### src/rtl/multi_colour_tracker.sv
// Colour-dominance pixel classifier with a 2-stage mark/highlight pipeline,
// per-class pixel counts and column centroids from a sequential restoring divider.
module multi_colour_tracker #(
    parameter  int CHAN_BITS   = 4,
    parameter  int NUM_CLASSES = 3,
    parameter  int IMG_W       = 320,
    parameter  int CNT_W       = 17,
    localparam int XW          = $clog2(IMG_W),
    localparam int SW          = CNT_W + XW,
    localparam int PW          = 3 * CHAN_BITS
) (
    input  logic                         clk,
    input  logic                         reset,
    input  logic                         in_valid,
    output logic                         in_ready,
    input  logic                         in_sop,
    input  logic                         in_eop,
    input  logic [PW-1:0]                in_data,
    input  logic [CHAN_BITS-1:0]         thresh,
    input  logic [NUM_CLASSES-1:0]       class_en,
    input  logic [1:0]                   mode,
    output logic                         out_valid,
    input  logic                         out_ready,
    output logic                         out_sop,
    output logic                         out_eop,
    output logic [PW-1:0]                out_data,
    output logic [NUM_CLASSES*CNT_W-1:0] counts,
    output logic [NUM_CLASSES*XW-1:0]    centroid_x,
    output logic                         frame_done,
    output logic                         overrun
);

    localparam int CIW = (NUM_CLASSES > 1) ? $clog2(NUM_CLASSES) : 1;
    localparam int BW  = $clog2(SW);

    typedef enum logic [1:0] {S_IDLE, S_DIV, S_DONE} state_t;

    function automatic logic [CHAN_BITS-1:0] chan(input logic [PW-1:0] px, input int k);
        return px[(2-k)*CHAN_BITS +: CHAN_BITS];
    endfunction

    // Compared one bit wider so channel+thresh can never wrap.
    function automatic logic dominant(input logic [PW-1:0] px, input logic [CHAN_BITS-1:0] t,
                                      input int k);
        logic [CHAN_BITS:0] ref_v;
        logic               ok;
        ok = 1'b1;
        for (int j = 0; j < 3; j++) begin
            if (j != k) begin
                ref_v = {1'b0, chan(px, j)} + {1'b0, t};
                if ({1'b0, chan(px, k)} <= ref_v) ok = 1'b0;
            end
        end
        return ok;
    endfunction

    logic [NUM_CLASSES-1:0] w_cls;
    logic                   r1_valid, r1_sop, r1_eop;
    logic [PW-1:0]          r1_data;
    logic [NUM_CLASSES-1:0] r1_cls;
    logic [1:0]             r1_mode;
    logic                   r2_valid, r2_sop, r2_eop;
    logic [PW-1:0]          r2_data;
    logic [PW-1:0]          w_mask, w_px_out;

    assign in_ready = out_ready;

    // NOTE: every variable an always_comb writes gets a default first, so no path infers a latch.
    always_comb begin
        w_cls = '0;
        for (int k = 0; k < NUM_CLASSES; k++)
            w_cls[k] = class_en[k] & dominant(in_data, thresh, k);
    end

    always_ff @(posedge clk or posedge reset) begin
        if (reset) begin
            r1_valid <= 1'b0;
            r1_sop   <= 1'b0;
            r1_eop   <= 1'b0;
            r1_data  <= '0;
            r1_cls   <= '0;
            r1_mode  <= '0;
            r2_valid <= 1'b0;
            r2_sop   <= 1'b0;
            r2_eop   <= 1'b0;
            r2_data  <= '0;
        end else if (out_ready) begin
            r1_valid <= in_valid;
            r1_sop   <= in_valid & in_sop;
            r1_eop   <= in_valid & in_eop;
            r1_data  <= in_data;
            r1_cls   <= in_valid ? w_cls : '0;
            r1_mode  <= mode;
            r2_valid <= r1_valid;
            r2_sop   <= r1_sop;
            r2_eop   <= r1_eop;
            r2_data  <= w_px_out;
        end
    end

    always_comb begin
        w_mask = '0;
        for (int k = 0; k < NUM_CLASSES; k++)
            if (r1_cls[k]) w_mask[(2-k)*CHAN_BITS +: CHAN_BITS] = '1;
    end

    always_comb begin
        case (r1_mode)
            2'd1:    w_px_out = w_mask;
            2'd2:    w_px_out = (|r1_cls) ? w_mask : r1_data;
            default: w_px_out = r1_data;
        endcase
    end

    assign out_valid = r2_valid;
    assign out_sop   = r2_sop;
    assign out_eop   = r2_eop;
    assign out_data  = r2_data;

    // Statistics are taken from stage 1 as it advances, so a stall holds them too.
    logic          w_acc, w_eop_evt;
    logic [XW-1:0] r_x, w_x_cur, w_x_nxt;
    logic [CNT_W-1:0] r_cnt [NUM_CLASSES];
    logic [SW-1:0]    r_sum [NUM_CLASSES];
    logic [CNT_W-1:0] w_cnt_new [NUM_CLASSES];
    logic [SW-1:0]    w_sum_new [NUM_CLASSES];
    logic [CNT_W-1:0] r_snap_cnt [NUM_CLASSES];
    logic [SW-1:0]    r_snap_sum [NUM_CLASSES];

    assign w_acc     = out_ready & r1_valid;
    assign w_eop_evt = w_acc & r1_eop;
    assign w_x_cur   = r1_sop ? '0 : r_x;
    assign w_x_nxt   = (w_x_cur == XW'(IMG_W - 1)) ? '0 : w_x_cur + XW'(1);

    always_comb begin
        for (int k = 0; k < NUM_CLASSES; k++) begin
            w_cnt_new[k] = r1_sop ? '0 : r_cnt[k];
            w_sum_new[k] = r1_sop ? '0 : r_sum[k];
            if (r1_cls[k]) begin
                if (w_cnt_new[k] != '1) w_cnt_new[k] = w_cnt_new[k] + CNT_W'(1);
                w_sum_new[k] = w_sum_new[k] + SW'(w_x_cur);
            end
        end
    end

    state_t r_state, w_state_nxt;
    logic   w_div_run, w_latch, w_drop, w_snap;

    assign w_snap = w_eop_evt & (r_state != S_DIV);

    // NOTE: the per-class arrays are plain flops, not RAM, so they reset like any other register.
    always_ff @(posedge clk or posedge reset) begin
        if (reset) begin
            r_x <= '0;
            for (int k = 0; k < NUM_CLASSES; k++) begin
                r_cnt[k]      <= '0;
                r_sum[k]      <= '0;
                r_snap_cnt[k] <= '0;
                r_snap_sum[k] <= '0;
            end
        end else begin
            if (w_acc) begin
                r_x <= w_x_nxt;
                for (int k = 0; k < NUM_CLASSES; k++) begin
                    r_cnt[k] <= r1_eop ? '0 : w_cnt_new[k];
                    r_sum[k] <= r1_eop ? '0 : w_sum_new[k];
                end
            end
            if (w_snap) begin
                for (int k = 0; k < NUM_CLASSES; k++) begin
                    r_snap_cnt[k] <= w_cnt_new[k];
                    r_snap_sum[k] <= w_sum_new[k];
                end
            end
        end
    end

    // Restoring divider: one quotient bit per cycle, dividend bits taken MSB first.
    logic [CIW-1:0]   r_cls_idx;
    logic [BW-1:0]    r_bit, w_bit_sel;
    logic [CNT_W-1:0] r_rem, w_rem_nxt, w_div_cnt;
    logic [XW-1:0]    r_quo, w_quo_nxt;
    logic [SW-1:0]    w_div_sum;
    logic [CNT_W:0]   w_trial;
    logic             w_ge, w_cnt_zero, w_cls_done, w_last_cls;
    logic [XW-1:0]    r_cent [NUM_CLASSES];

    assign w_div_cnt  = r_snap_cnt[r_cls_idx];
    assign w_div_sum  = r_snap_sum[r_cls_idx];
    assign w_bit_sel  = BW'(SW - 1) - r_bit;
    assign w_trial    = {r_rem, w_div_sum[w_bit_sel]};
    assign w_ge       = (w_trial >= {1'b0, w_div_cnt});
    assign w_rem_nxt  = w_ge ? CNT_W'(w_trial - {1'b0, w_div_cnt}) : CNT_W'(w_trial);
    assign w_quo_nxt  = XW'({r_quo, w_ge});
    assign w_cnt_zero = (w_div_cnt == '0);
    assign w_cls_done = w_div_run & (w_cnt_zero | (r_bit == BW'(SW - 1)));
    assign w_last_cls = (r_cls_idx == CIW'(NUM_CLASSES - 1));

    always_ff @(posedge clk or posedge reset) begin
        if (reset) begin
            r_cls_idx <= '0;
            r_bit     <= '0;
            r_rem     <= '0;
            r_quo     <= '0;
            for (int k = 0; k < NUM_CLASSES; k++) r_cent[k] <= '0;
        end else if (!w_div_run) begin
            r_cls_idx <= '0;
            r_bit     <= '0;
            r_rem     <= '0;
            r_quo     <= '0;
        end else if (w_cls_done) begin
            r_cent[r_cls_idx] <= w_cnt_zero ? '0 : w_quo_nxt;
            r_cls_idx         <= r_cls_idx + CIW'(1);
            r_bit             <= '0;
            r_rem             <= '0;
            r_quo             <= '0;
        end else begin
            r_bit <= r_bit + BW'(1);
            r_rem <= w_rem_nxt;
            r_quo <= w_quo_nxt;
        end
    end

    always_ff @(posedge clk or posedge reset) begin
        if (reset) r_state <= S_IDLE;
        else       r_state <= w_state_nxt;
    end

    always_comb begin
        w_state_nxt = r_state;
        case (r_state)
            S_IDLE:  if (w_eop_evt) w_state_nxt = S_DIV;
            S_DIV:   if (w_cls_done && w_last_cls) w_state_nxt = S_DONE;
            S_DONE:  w_state_nxt = w_eop_evt ? S_DIV : S_IDLE;
            default: w_state_nxt = S_IDLE;
        endcase
    end

    always_comb begin
        w_div_run = 1'b0;
        w_latch   = 1'b0;
        w_drop    = 1'b0;
        case (r_state)
            S_DIV: begin
                w_div_run = 1'b1;
                w_drop    = w_eop_evt;
            end
            S_DONE:  w_latch = 1'b1;
            default: ;
        endcase
    end

    logic [NUM_CLASSES*CNT_W-1:0] r_counts;
    logic [NUM_CLASSES*XW-1:0]    r_centroid;
    logic                         r_frame_done, r_overrun;

    // Results are registered with the pulse so frame_done and the new values appear together.
    always_ff @(posedge clk or posedge reset) begin
        if (reset) begin
            r_counts     <= '0;
            r_centroid   <= '0;
            r_frame_done <= 1'b0;
            r_overrun    <= 1'b0;
        end else begin
            r_frame_done <= w_latch;
            r_overrun    <= w_drop;
            if (w_latch) begin
                for (int k = 0; k < NUM_CLASSES; k++) begin
                    r_counts[k*CNT_W +: CNT_W] <= r_snap_cnt[k];
                    r_centroid[k*XW +: XW]     <= r_cent[k];
                end
            end
        end
    end

    assign counts     = r_counts;
    assign centroid_x = r_centroid;
    assign frame_done = r_frame_done;
    assign overrun    = r_overrun;

endmodule

### config.mk
export PLATFORM = sky130hd
export DESIGN_NAME = multi_colour_tracker
export DESIGN_NICKNAME = d
export VERILOG_FILES = /design/src/rtl/multi_colour_tracker.sv
export SDC_FILE = /design/constraint.sdc
export NUM_CORES = 1
export LEC_CHECK = 0
export ABC_CLOCK_PERIOD_IN_PS = 42800
export CORE_MARGIN = 1
export CORE_UTILIZATION = 60
export CTS_BUF_LIST = sky130_fd_sc_hd__clkbuf_16
export DETAILED_ROUTE_END_ITERATION = 10
export HOLD_SLACK_MARGIN = 0.1
export PLACE_DENSITY_LB_ADDON = 0.25
export SLEW_MARGIN = 20
export SYNTH_ARGS = -nofsm -noshare
export SYNTH_HDL_FRONTEND = slang
export SYNTH_SLANG_ARGS = --single-unit
### constraint.sdc
create_clock -name clk -period 42.8 [get_ports clk]
set_input_delay 8.56 -clock clk [delete_from_list [all_inputs] [get_ports clk]]
set_output_delay 8.56 -clock clk [all_outputs]
set_load 0.005 [all_outputs]
; ---- Yosys cells after proc, flatten, opt, wreduce, memory -nomap -nowiden
; Cells that the tools add are included.
[word_totals]
word_cells = 154
out_inout_bits = 96
inputBits = 27
ff_bits = 443
[op_classes]
bitwise_logic = 11
reduce_logical = 7
muxes = 63
order_cmp = 10
n_addsub = 14
eq_ne = 14
[ops]
columns = op, n
row1 = $mux W17, 17
row2 = $mux W26, 11
row3 = $add A26 B9 Y26, 3
row4 = $bmux W26 S2, 1
row5 = $add A17 B1 Y17 const B, 3
row6 = $ne A17 B17 Y1 const B, 3
row7 = $mux W9, 4
row8 = $bmux W17 S2, 1
row9 = $le A4 B5 Y1, 6
row10 = $bwmux W27, 1
row11 = $pmux W12 S2, 1
row12 = $demux W9 S2, 1
row13 = $ge A18 B17 Y1, 1
row14 = $logic_not A17 Y1, 1
row15 = $sub A17 B17 Y17, 1
row16 = $mux W8, 2
row17 = $add A4 B4 Y5, 3
row18 = $mux W12, 1
row19 = $mux W4, 3
row20 = $mux W1, 11
row21 = $mux W5, 2
row22 = $add A9 B1 Y9 const B, 1
row23 = $and A1 B1 Y1, 9
row24 = $eq A9 B9 Y1 const B, 1
row25 = 21 further kinds, 31

; ---- Longest topological paths before layout
[logic_depth]
depth_word = 10
ltp_mapped = 22
ltp_nobuf = 18

; ---- Least setup slack after synthesis
; Ideal clock, no wire load.
[synth_timing]
path_type = input to output
startpoint = input port out_ready
endpoint = output port in_ready
required_ps = 34240
path_buffers = 1
stages = 1
arrival_time_ps = 8671
path_slack_ps = 25569
cell_sequence = buf_4
[synth_rtl]
columns = element, line
row1 = from (decl), 23  ; input logic out_ready,
row2 = to (decl), 15  ; output logic in_ready,
; No word-level cell between the ends.

; ---- Worst setup path in the final report
[layout_timing]
startpoint = input port out_ready
endpoint = output port in_ready
; No word-level cell between the ends.

==> results.yml <==
power_and_ir_drop:
  p_switching_mw: 0.397
  peakVddDrop_mv: 0.0298
  pwr-share-seq: 0.393
  p_int_mw: 0.817
  p_leak_nw: 12.2
  pwr-share-comb: 0.260
  p_sw_frac: 0.327
  clkPwrFrac: 0.347
  p_per_area_mw_per_mm2: 43.9
grt:
  grt_max_degree: 204
  grt_pass1_vias: 19049
  antenna_found_initial: 0
  grt_usage: 0.307
  grt_first_pass_wirelength_mm: 101
  grt-ovfl-total: 0
flow_run:
  cap_violations: 0
die:
  row_count: 73
  fp.dieW_um: 204
  ios: 123
  die_h_um: 204
  core_mm2: 0.0400
  dieArea_mm2: 0.0416
  initial_core_util: 0.612
routing:
  wl_met2_mm: 30.3
  drt_pre_antenna_iters: 6
  drc_errors: 0
  ant_nets: 0
  wirelength_mm: 63.2
  wire_per_inst_um: 20.2
  top_layer: "met4"
  met3WireLength_mm: 3.81
  drt-met1-wl_mm: 27.4
  via_per_inst: 6.26
  drt_iter0_markers: 1650
  vias: 19615
clock_tree:
  ctsResizeCount: 0
  clock_sinks: 443
  root_buffer: "clkbuf_16"
  cts_buffer_depth: 3
  cts_setup_buffers: 0
  clock_latency_ns: 0.60
  cts_hold_buf: 0
  cts_inserted_buffers: 48
  cts.clk_slew.worst_paths_ns: 0.06
  cts_max_level: 2
  cts_tree: "yes"
synth:
  syn_area_mm2: 0.0245
  synth.net_count: 2638
  yosys_warnings: 0
  async_reset_ff_frac: 1.00
  synth.top_cell.area_share: 0.453
  synth_cell_type_count: 83
  synth_edf_count: 0
  yosysTopAreaCell: "dfrtp_1"
  syn_avg_cell_area_um2: 9.75
  netlist_top_cells_area: "dfrtp_1, nand2_1, o21ai_0"
  syn_inst: 2512
  synthFlopType: "dfrtp_1"
  ys_seq_area_frac: 0.453
  ys_ff_latch: 443
hold_path:
  holdPathEnd: "r_sum[57]"
  hp-class: "reg -> reg"
  hold_start: "r_sum[57]"
  hold_path_depth: 2
finish:
  num-nets-final: 2694
  diodes: 0
  syn_to_final_growth_pct: 12.8
  fillers: 3052
  drive_gt1_frac: 0.0947
setup_path:
  crit_family: "buffers and inverters"
  worst-path-max-fanout: 46
  timing.rr.start: "r_bit[1]"
  r2r_cells: 18
  cp.depth: 2
  crit_arrival_ns: 9.87
  worstPathRequired_ns: 34.24
  critPathLaunchType: "input pin"
  crit_slowest_cell: "buf_2"
  r2r-end: "r_rem[9]"
  critPathCaptureType: "output port"
  r2r_setup_slack_ns: 37.04
  path_class: "in -> out"
  crit_chain: "buf_2, clkdlybuf4s50_1"
  critPathMaxStageDelay_ns: 0.66
  crit_buf_inv: 2
placement:
  gp_congestion: 0.912
  post-place-ws_ns: 24.39
  port_buffers: 122
  dp_hpwl_mm: 42.2
timing:
  rsz0062_at_grt: "no"
  slew-limit-headroom: 0.311
  tightest_slew_ns: 1.03
  setup_slack_ns: 24.37
  period_share: 0.431
  skew_ns: 0.0170
  setup_viol: 0
  layout_min_cycle_time_ns: 18.43
  max_freq_mhz: 54.3
  hold_viol: 0
  report.final.slew_viol_count: 0
  fin_tns_setup_ns: 0
run_status:
  status: "finished, final reports clean"
cell usage after synthesis, types with 35 or more instances:
| cell | instances |
|---|---|
| clkbuf_1 | 97 |
| a21oi_1 | 87 |
| xnor2_1 | 97 |
| mux2_2 | 104 |
| nor2_1 | 120 |
| xor2_1 | 46 |
| dfrtp_1 | 443 |
| nor2b_1 | 88 |
| and3_1 | 37 |
| nand2_1 | 344 |
| nor3_1 | 35 |
| a22o_1 | 44 |
| inv_1 | 58 |
| ha_1 | 92 |
| mux2i_1 | 59 |
| o21ai_0 | 256 |
| a21o_1 | 37 |
| o31ai_1 | 41 |
| nand4_1 | 36 |
| nand3_1 | 69 |
registers in the layout (all words and copies together) (netlist names), 17 cells and up:
register,flops
r_snap_sum,78
r_sum,78
counts,51
r_cnt,51
r_snap_cnt,51
centroid_x,27
r_cent,27
r_rem,17
cells in the final DEF, fill, tap and decap left out, drive strengths merged, types with 38 or more instances in the layout:
master and count:
xor2 46, clkdlybuf4s50 121, a22o 44, inv 69, nor2b 88, xnor2 97, mux2i 59, nand4 38
dfrtp 443, ha 92, mux2 104, o21ai 262, clkbuf 48, nand2 344, nor2 120, a21oi 89
o31ai 41, nand3 69
how the worst max path moves through the flow:
| stage | startpoint | endpoint | slack (ns) |
|---|---|---|---|
| 4_1_cts | out_ready | in_ready | 24.38 |
| 6_report | out_ready | in_ready | 24.37 |
| 3_5_place_dp | out_ready | in_ready | 24.39 |
| 5_1_grt | out_ready | in_ready | 24.31 |
| 2_1_floorplan | reset | centroid_x[0] | 21.90 |
| 3_3_place_gp | out_ready | in_ready | 24.41 |
power by group through the flow:
stage | registers, mW | clock network [mW] | logic [mW]
floorplan | 0.471 | 0 | 0.234
finish | 0.478 | 0.421 | 0.315
detailed placement | 0.484 | 0 | 0.309
global placement | 0.482 | 0 | 0.298
global route | 0.480 | 0.444 | 0.348
CTS | 0.477 | 0.426 | 0.312
cell families (layout without fill, tap and decap cells):
logic type | after synthesis | count (layout) | share of synthesized area
compound gates | 618 | 618 | 0.160
xor+xnor | 143 | 143 | 0.0511
fa+ha+maj | 99 | 99 | 0.0527
buf+inv | 201 | 296 | 0.0338
flops | 443 | 443 | 0.453
mux | 177 | 177 | 0.0848
simple gates | 831 | 831 | 0.165
metrics by stage:
step	power (mW)	hold WS [ns]	std cells	utilization	area [µm²]
final	1.21	0.467	3132	0.691	27600
after global routing	1.27	0.484	3132	0.691	27600
after CTS	1.22	0.472	3131	0.690	27600
after detailed placement	0.792	0.460	3042	0.650	26000
after global placement	0.780	0.454	3042	0.650	26000
after floorplan	0.705	0.441	2512	-	24500
area by class of cell:
type	count	area (µm²)	area share
Multi-Input combinational cell	1868	12600	0.457
Sequential cell	443	11100	0.401
Timing Repair Buffer	146	1430	0.0517
Clock buffer	48	1200	0.0435
Tap cell	525	657	0.0238
Clock inverter	41	389	0.0141
Inverter	61	236	0.00856
metal layers:
metal,GRT usage,up-vias
met5,0,-
met4,0.0938,0
met3,0.0432,111
met2,0.501,706
met1,0.426,9700
li1,-,9098
(Power assumes the default switching activity.)
